File: src/rtl/pc_sequencer_if.sv
// Fetch-stage PC sequencer bus: hazard/CP0/decode controls in, fetch address and status out.
interface pc_sequencer_if;
  logic        stall;
  logic        req;
  logic        eret_d;
  logic [31:0] epc;
  logic        br_valid;
  logic [31:0] br_target;
  logic        d_is_jump;
  logic [31:0] F_PC;
  logic        F_valid;
  logic        F_BD;
  logic        F_adel;
  logic        F_kill;
  logic        in_handler;

  modport master (
    output stall, req, eret_d, epc, br_valid, br_target, d_is_jump,
    input  F_PC, F_valid, F_BD, F_adel, F_kill, in_handler
  );

  modport slave (
    input  stall, req, eret_d, epc, br_valid, br_target, d_is_jump,
    output F_PC, F_valid, F_BD, F_adel, F_kill, in_handler
  );
endinterface

File: src/rtl/pc_sequencer.sv
// Fetch-stage program-counter controller for the 5-stage MIPS pipeline:
// selects next PC (exception, ERET, stall, redirect, PC+4) and flags fetch faults.
module pc_sequencer #(
  parameter logic [31:0] RESET_PC  = 32'h0000_3000,
  parameter logic [31:0] EXC_ENTRY = 32'h0000_4180,
  parameter logic [31:0] IM_BASE   = 32'h0000_3000,
  parameter logic [31:0] IM_LIMIT  = 32'h0000_6FFC
) (
  input  logic           clk,
  input  logic           reset,
  pc_sequencer_if.slave  sif
);

  typedef enum logic [1:0] {
    BOOT    = 2'd0,
    RUN     = 2'd1,
    HANDLER = 2'd2
  } state_t;

  state_t      state_q, state_d;
  logic [31:0] pc_q, pc_d;
  logic        valid_q, valid_d;
  logic        bd_q, bd_d;

  // Misaligned or outside instruction memory, unsigned compares.
  function automatic logic fetch_addr_err(input logic [31:0] pc);
    return (pc[1:0] != 2'b00) || (pc < IM_BASE) || (pc > IM_LIMIT);
  endfunction

  always_comb begin
    state_d = state_q;
    pc_d    = pc_q;
    valid_d = valid_q;
    bd_d    = bd_q;
    unique case (state_q)
      BOOT: begin
        state_d = RUN;
        valid_d = 1'b1;
      end
      RUN, HANDLER: begin
        valid_d = 1'b1;
        if (sif.req) begin
          pc_d    = EXC_ENTRY;
          bd_d    = 1'b0;
          state_d = HANDLER;
        end else if (sif.eret_d && !sif.stall) begin
          pc_d    = sif.epc;
          bd_d    = 1'b0;
          state_d = RUN;
        end else if (sif.stall) begin
          // Hold PC, delay-slot flag and validity; a stalled ERET retries later.
          pc_d    = pc_q;
          bd_d    = bd_q;
          valid_d = valid_q;
        end else if (sif.br_valid) begin
          pc_d = sif.br_target;
          bd_d = sif.d_is_jump;
        end else begin
          pc_d = pc_q + 32'd4;
          bd_d = sif.d_is_jump;
        end
      end
      default: begin
        state_d = BOOT;
        valid_d = 1'b0;
        pc_d    = RESET_PC;
        bd_d    = 1'b0;
      end
    endcase
  end

  always_ff @(posedge clk) begin
    if (!reset) begin
      state_q <= BOOT;
      pc_q    <= RESET_PC;
      valid_q <= 1'b0;
      bd_q    <= 1'b0;
    end else begin
      state_q <= state_d;
      pc_q    <= pc_d;
      valid_q <= valid_d;
      bd_q    <= bd_d;
    end
  end

  // ERET has no delay slot, so the fetched instruction is squashed; req flushes via CP0 instead.
  assign sif.F_kill     = sif.eret_d & ~sif.stall & ~sif.req;
  assign sif.F_PC       = pc_q;
  assign sif.F_valid    = valid_q;
  assign sif.F_BD       = bd_q;
  assign sif.F_adel     = valid_q & fetch_addr_err(pc_q);
  assign sif.in_handler = (state_q == HANDLER);

endmodule

File: src/flat_wrapper.sv
// flat-port wrapper written by rule: the top's interface ports become plain ports
module pc_sequencer_flat 
#(
  parameter logic [31:0] RESET_PC  = 32'h0000_3000,
  parameter logic [31:0] EXC_ENTRY = 32'h0000_4180,
  parameter logic [31:0] IM_BASE   = 32'h0000_3000,
  parameter logic [31:0] IM_LIMIT  = 32'h0000_6FFC
)
  (clk, reset, sif_stall, sif_req, sif_eret_d, sif_epc, sif_br_valid, sif_br_target, sif_d_is_jump, sif_F_PC, sif_F_valid, sif_F_BD, sif_F_adel, sif_F_kill, sif_in_handler);
  pc_sequencer_if sif_i ();
  input  logic clk;
  input  logic reset;
  input wire logic [$bits(sif_i.stall)-1:0] sif_stall;
  input wire logic [$bits(sif_i.req)-1:0] sif_req;
  input wire logic [$bits(sif_i.eret_d)-1:0] sif_eret_d;
  input wire logic [$bits(sif_i.epc)-1:0] sif_epc;
  input wire logic [$bits(sif_i.br_valid)-1:0] sif_br_valid;
  input wire logic [$bits(sif_i.br_target)-1:0] sif_br_target;
  input wire logic [$bits(sif_i.d_is_jump)-1:0] sif_d_is_jump;
  output wire logic [$bits(sif_i.F_PC)-1:0] sif_F_PC;
  output wire logic [$bits(sif_i.F_valid)-1:0] sif_F_valid;
  output wire logic [$bits(sif_i.F_BD)-1:0] sif_F_BD;
  output wire logic [$bits(sif_i.F_adel)-1:0] sif_F_adel;
  output wire logic [$bits(sif_i.F_kill)-1:0] sif_F_kill;
  output wire logic [$bits(sif_i.in_handler)-1:0] sif_in_handler;
  assign sif_i.stall = sif_stall;
  assign sif_i.req = sif_req;
  assign sif_i.eret_d = sif_eret_d;
  assign sif_i.epc = sif_epc;
  assign sif_i.br_valid = sif_br_valid;
  assign sif_i.br_target = sif_br_target;
  assign sif_i.d_is_jump = sif_d_is_jump;
  assign sif_F_PC = sif_i.F_PC;
  assign sif_F_valid = sif_i.F_valid;
  assign sif_F_BD = sif_i.F_BD;
  assign sif_F_adel = sif_i.F_adel;
  assign sif_F_kill = sif_i.F_kill;
  assign sif_in_handler = sif_i.in_handler;
  pc_sequencer #(.RESET_PC(RESET_PC), .EXC_ENTRY(EXC_ENTRY), .IM_BASE(IM_BASE), .IM_LIMIT(IM_LIMIT)) u_core (.clk(clk), .reset(reset), .sif(sif_i));
endmodule
File: config.mk
export PLATFORM = sky130hd
export DESIGN_NAME = pc_sequencer_flat
export DESIGN_NICKNAME = d
export VERILOG_FILES = /design/src/rtl/pc_sequencer_if.sv /design/src/rtl/pc_sequencer.sv /design/src/flat_wrapper.sv
export SDC_FILE = /design/constraint.sdc
export NUM_CORES = 1
export LEC_CHECK = 0
export BUFFER_PORTS_ARGS = -buffer_cell sky130_fd_sc_hd__buf_2
export CAP_MARGIN = 10
export CELL_PAD_IN_SITES_DETAIL_PLACEMENT = 1
export CELL_PAD_IN_SITES_GLOBAL_PLACEMENT = 2
export CORE_UTILIZATION = 26
export DETAILED_ROUTE_END_ITERATION = 6
export PLACE_DENSITY = 0.9
export SKIP_LAST_GASP = 1
export SLEW_MARGIN = 20
export SYNTH_ARGS = -nofsm -noshare
export SYNTH_HDL_FRONTEND = slang
export SYNTH_SLANG_ARGS = --single-unit
File: constraint.sdc
create_clock -name clk -period 2.7 [get_ports clk]
set_input_delay 0.27 -clock clk [delete_from_list [all_inputs] [get_ports clk]]
set_output_delay 0.27 -clock clk [all_outputs]
set_load 0.05 [all_outputs]
# [Word level (Yosys, flattened, before mapping)]
# Index checks and enable logic that the tools add are counted.
[totals] inputBits=71 ff_bits=36 out_inout_bits=37 word_cells=41
[op_classes] n_mux=16 addsub=1 n_reduce_logical=8 bitwise_logic=6 n_eq_ne=4 order_cmp=2
[op_table] op="$mux W32" count=4
[op_table] op="$pmux W32 S2" count=1
[op_table] op="$add A32 B3 Y32 const B" count=1
[op_table] op="$gt A32 B15 Y1 const B" count=1
[op_table] op="$lt A32 B14 Y1 const B" count=1
[op_table] op="$mux W1" count=6
[op_table] op="$mux W2" count=2
[op_table] op="$ne A4 B3 Y1 const B" count=1
[op_table] op="$pmux W1 S2" count=2
[op_table] op="$pmux W2 S2" count=1
[op_table] op="$and A1 B1 Y1" count=3
[op_table] op="$ne A3 B2 Y1 const B" count=1
[op_table] op="$not A1 Y1" count=3
[op_table] op="$eq A2 B1 Y1 const B" count=1
[op_table] op="$eq A2 B2 Y1 const B" count=1
[op_table] op="$logic_not A2 Y1" count=1
[op_table] op="$logic_or A1 B1 Y1" count=2
[op_table] op="$reduce_and A2 Y1" count=1
[op_table] op="$reduce_bool A2 Y1" count=1
[op_table] op="$reduce_or A2 Y1" count=1
[op_table] op="$logic_and A1 B1 Y1" count=1
[op_table] op="$logic_not A1 Y1" count=1

# [Logic depth before layout (Yosys ltp)]
[depth] ltp_word=6 ltp_mapped=9 ltp_nobuf=7

# [Worst setup path after synthesis]
# Ideal clock, no wire load.
[synth_timing] kind="register -> register" from="register u_core.pc_q[2], in the netlist u_core.sif.F_PC[2]" to="register u_core.pc_q[30], in the netlist u_core.sif.F_PC[30]" setup_time_ps=130 setup_slack_ps=506 arrival_ps=2064 stages_incl_launch_ff=7 path_cell_list="dfxtp_1 -> ha_1 -> nand3_1 -> nor4_4 -> nand4_1 -> xor2_1 -> o22ai_1"
[synth_via] elab_chain_cells=6
[synth_lines] element="start, declared" line_no="pc_sequencer.sv:21" rtl="logic [31:0] pc_q, pc_d;"
[synth_lines] element="start signal, assigned" line_no="pc_sequencer.sv:80" rtl="pc_q <= pc_d;"
[synth_lines] element="$add A32 B3 Y32" line_no="pc_sequencer.sv:59" rtl="pc_d = pc_q + 32'd4;"
[synth_lines] element="$mux W32" line_no="pc_sequencer.sv:55" rtl="end else if (sif.br_valid) begin"
[synth_lines] element="$mux W32" line_no="pc_sequencer.sv:50" rtl="end else if (sif.stall) begin"
[synth_lines] element="$mux W32" line_no="pc_sequencer.sv:46" rtl="end else if (sif.eret_d && !sif.stall) begin"
[synth_lines] element="$mux W32" line_no="pc_sequencer.sv:42" rtl="if (sif.req) begin"
[synth_lines] element="$pmux W32 S2" line_no="pc_sequencer.sv:35" rtl="unique case (state_q)"
# No other way between the ends. The select of a mux whose other input is x is not followed.
# A chain may end at the register's enable or synchronous reset.

# [Worst setup path after layout]
[layout_timing] from="register u_core.state_q[0]" to="register u_core.pc_q[23], in the netlist u_core.sif.F_PC[23]"
[layout_via] elab_chain_cells=4
[layout_lines] element="start, declared" line_no="pc_sequencer.sv:20" rtl="state_t state_q, state_d;"
[layout_lines] element="start signal, assigned" line_no="pc_sequencer.sv:79" rtl="state_q <= state_d;"
[layout_lines] element="$eq A2 B2 Y1 / $eq A2 B1 Y1 (equally long branches)" line_no="pc_sequencer.sv:35"
[layout_lines] element="$reduce_or A2 Y1" line_no="pc_sequencer.sv:35"
[layout_lines] element="$ne A4 B3 Y1 (no source line)"
[layout_lines] element="$reduce_and A2 Y1 (no source line)"
# Parallel ways exist; a longest one is shown, timed or not.

==> run metrics <==
status=complete, no violations; CTS tree=built; crit path max-delay cell type=a2111o_1; Area growth syn-to-layout=26.6%; Metal-1 WL=5100 microns; top_reg_cell synth=dfxtp_1; Vias/cell=5.50; Cell Area, Synth=2770 sq um; max_cap viols=0; area of the multi-input gates=1880 sq um; Gate power share=0.366; Yosys reg bits=36; worst path cell trace=inv_1, ha_1, nor2b_1, buf_4, a21oi_2, nor2_4, a2111o_1; 1st-pass router iterations=4; commonest non-fill, non-tap cell in the layout=buf_2; internal power=0.000935 W; Max-slew headroom=0.450; postcts setup bufs=0; Top delay family on crit path=compound AO/OA/AOI/OAI gates; Die Footprint=11100 sq um; Final Critical Period=2340 ps; Post-CTS Resized=0; IO Port Bufs=107; most frequent cells in the layout=107 x buf_2, 43 x nand2_1, 42 x a21oi_1, 36 x dfxtp_1, 31 x nand3_1; largest net degree at the start of global routing=25; DR iter-0 viols=147; Async S/R FF share, synth=0; top routing layer used=met4; Die Span X=105 microns; # setup viols final=0; crit-path max cell delay=430 ps; post-synth top area cell=dfxtp_1; I/O pin total=108; distinct cell type count after synthesis=63; RSZ-0062 raised after global routing=no; Switch Pwr=0.000696 W; clock latency on the worst-skew pair=310 ps; H-tree Lvls=2; CORE AREA=10300 sq um; Sink Count=36; Post-Synthesis Cells=378; via count=3374; Worst Tran Pin Value=819 ps; register area=721 sq um; final setup TNS=0 ps; antenna violations before repair=0; number of synthesized flops with an enable pin=0; top post-synthesis cells by area=dfxtp_1 26%, a21oi_1 7.6%, nand2_1 5.8%; remaining global-route overflow=0; achievable clock frequency=0.427 GHz; # placed instances=607; vias in the first global route=3350; clock buffer count from CTS=5; num rows=37; share of cells above drive strength 1=0.295; # diodes=0; final net count=554; post-synthesis sequential area ratio=0.260; share of the clock period used by the worst path=0.868; PD cells=465 nW/um^2; Arrival @ worst endpoint=2520 ps; Synth top area share=0.260; Layout fillers=1326; Synth Warn #=0; first-pass GRT wire length=18000 microns; Crit Path Class=reg -> reg; Final Power=0.00163 W; DP HPWL=8770 microns; Max FO, Critical Path=14; worst path buffer plus inverter count=2; starting density of the core=0.268; Routed Antenna Nets=0; hold_buf cts=0; Placer Congestion=0.839; CP required=2880 ps; Lkg Pwr=1.47 nW; Hold Fails Final Rpt=0; Reg power frac=0.387; met2 wire len=5270 microns; CTS clock-pin slew for the worst setup and hold paths=90 ps; Setup crit end kind=register; maximum VDD drop=196 uV; Switching Share=0.427; syn_nets=454; clock tree buffer depth=2; WL met3=756 microns; Cell Count, Final, Fillers Out=614; Clk pwr share=0.247; CP Launch Type=register; DRC violations left=0; Final Skew=17.2 ps; final-report max-slew violation count=0; wire length per cell=18.5 microns; GRT Util Overall=0.208; Hold Crit Class=in -> reg; final WL=11400 microns; synthesized area per cell=7.32 sq um; Root Driver=clkbuf_8; Die Y=105 microns
cell type report:
| type | count | share of cell area |
|---|---|---|
| multi-input combinational | 309 | 0.537 |
| sequential | 36 | 0.206 |
| timing repair buffer | 119 | 0.179 |
| tap | 136 | 0.0486 |
| inverter | 7 | 0.00750 |
| clock inverter | 2 | 0.00357 |
| clock buffer | 5 | 0.0196 |
stage by stage:
step                utilization  hold slack, ps  setup slack [ps]  cell area, sq um
floorplan                     -             424               506              2770
CTS                       0.339             239               366              3500
finish                    0.339             231               357              3500
global placement          0.332             454               504              3420
detailed placement        0.332             454               409              3420
global route              0.339             251               139              3500
power by group through the flow:
stage | registers (W) | logic (W) | clock network (W)
after global routing | 0.000637 | 0.000644 | 0.000425
after floorplan | 0.000721 | 0.000319 | 0
after global placement | 0.000639 | 0.000583 | 0
after CTS | 0.000629 | 0.000598 | 0.000401
final | 0.000631 | 0.000597 | 0.000403
after detailed placement | 0.000641 | 0.000594 | 0
cells by family after synthesis:
family,count (synthesis),share of synthesized area
buffers and inverters,33,0.0610
muxes,1,0.00362
xor gates and xnor gates,14,0.0443
and+or+nand+nor,165,0.335
DFF,36,0.260
AOI/OAI and AO/OA,124,0.274
adders and majority gates,5,0.0226
state kept, by name, summed over array words and instances (netlist names):
name                cells
u_core.sif.F_PC        32
u_core.sif.F_BD         1
u_core.sif.F_valid      1
u_core.state_q          2
tightest hold or removal path: cells and delay by family:
family	cells	cell delay, ps
buf+inv	1	100
simple gates	1	60
compound gates	1	60
synth_stat cells (all sizes together) (8+ instances only):
cell type / number
dfxtp: 36
a21oi: 43
nand3: 32
o21ai: 32
xor2: 10
a31oi: 8
nor2: 27
buf: 9
nor3: 9
nor4: 9
clkbuf: 17
nand4: 11
and3: 9
nand2: 45
metal layers:
metal	vias to the layer above	GRT usage
met5	-	0
met2	112	0.340
li1	1606	-
met4	0	0.0604
met3	14	0.0362
met1	1642	0.278
final timing paths:
path,from,slack [ps],depth (start not counted),endpoint
hold / removal,sif_d_is_jump,230,3,u_core.sif.F_BD$_SDFFE_PN0P_
setup reg to reg,u_core.state_q[0]$_SDFFE_PN0P_,360,7,u_core.sif.F_PC[23]$_SDFFE_PN0P_
hold reg to reg,u_core.sif.F_BD$_SDFFE_PN0P_,470,2,u_core.sif.F_BD$_SDFFE_PN0P_
setup / recovery,u_core.state_q[0]$_SDFFE_PN0P_,360,7,u_core.sif.F_PC[23]$_SDFFE_PN0P_
Power figures use the tool's default switching activity.
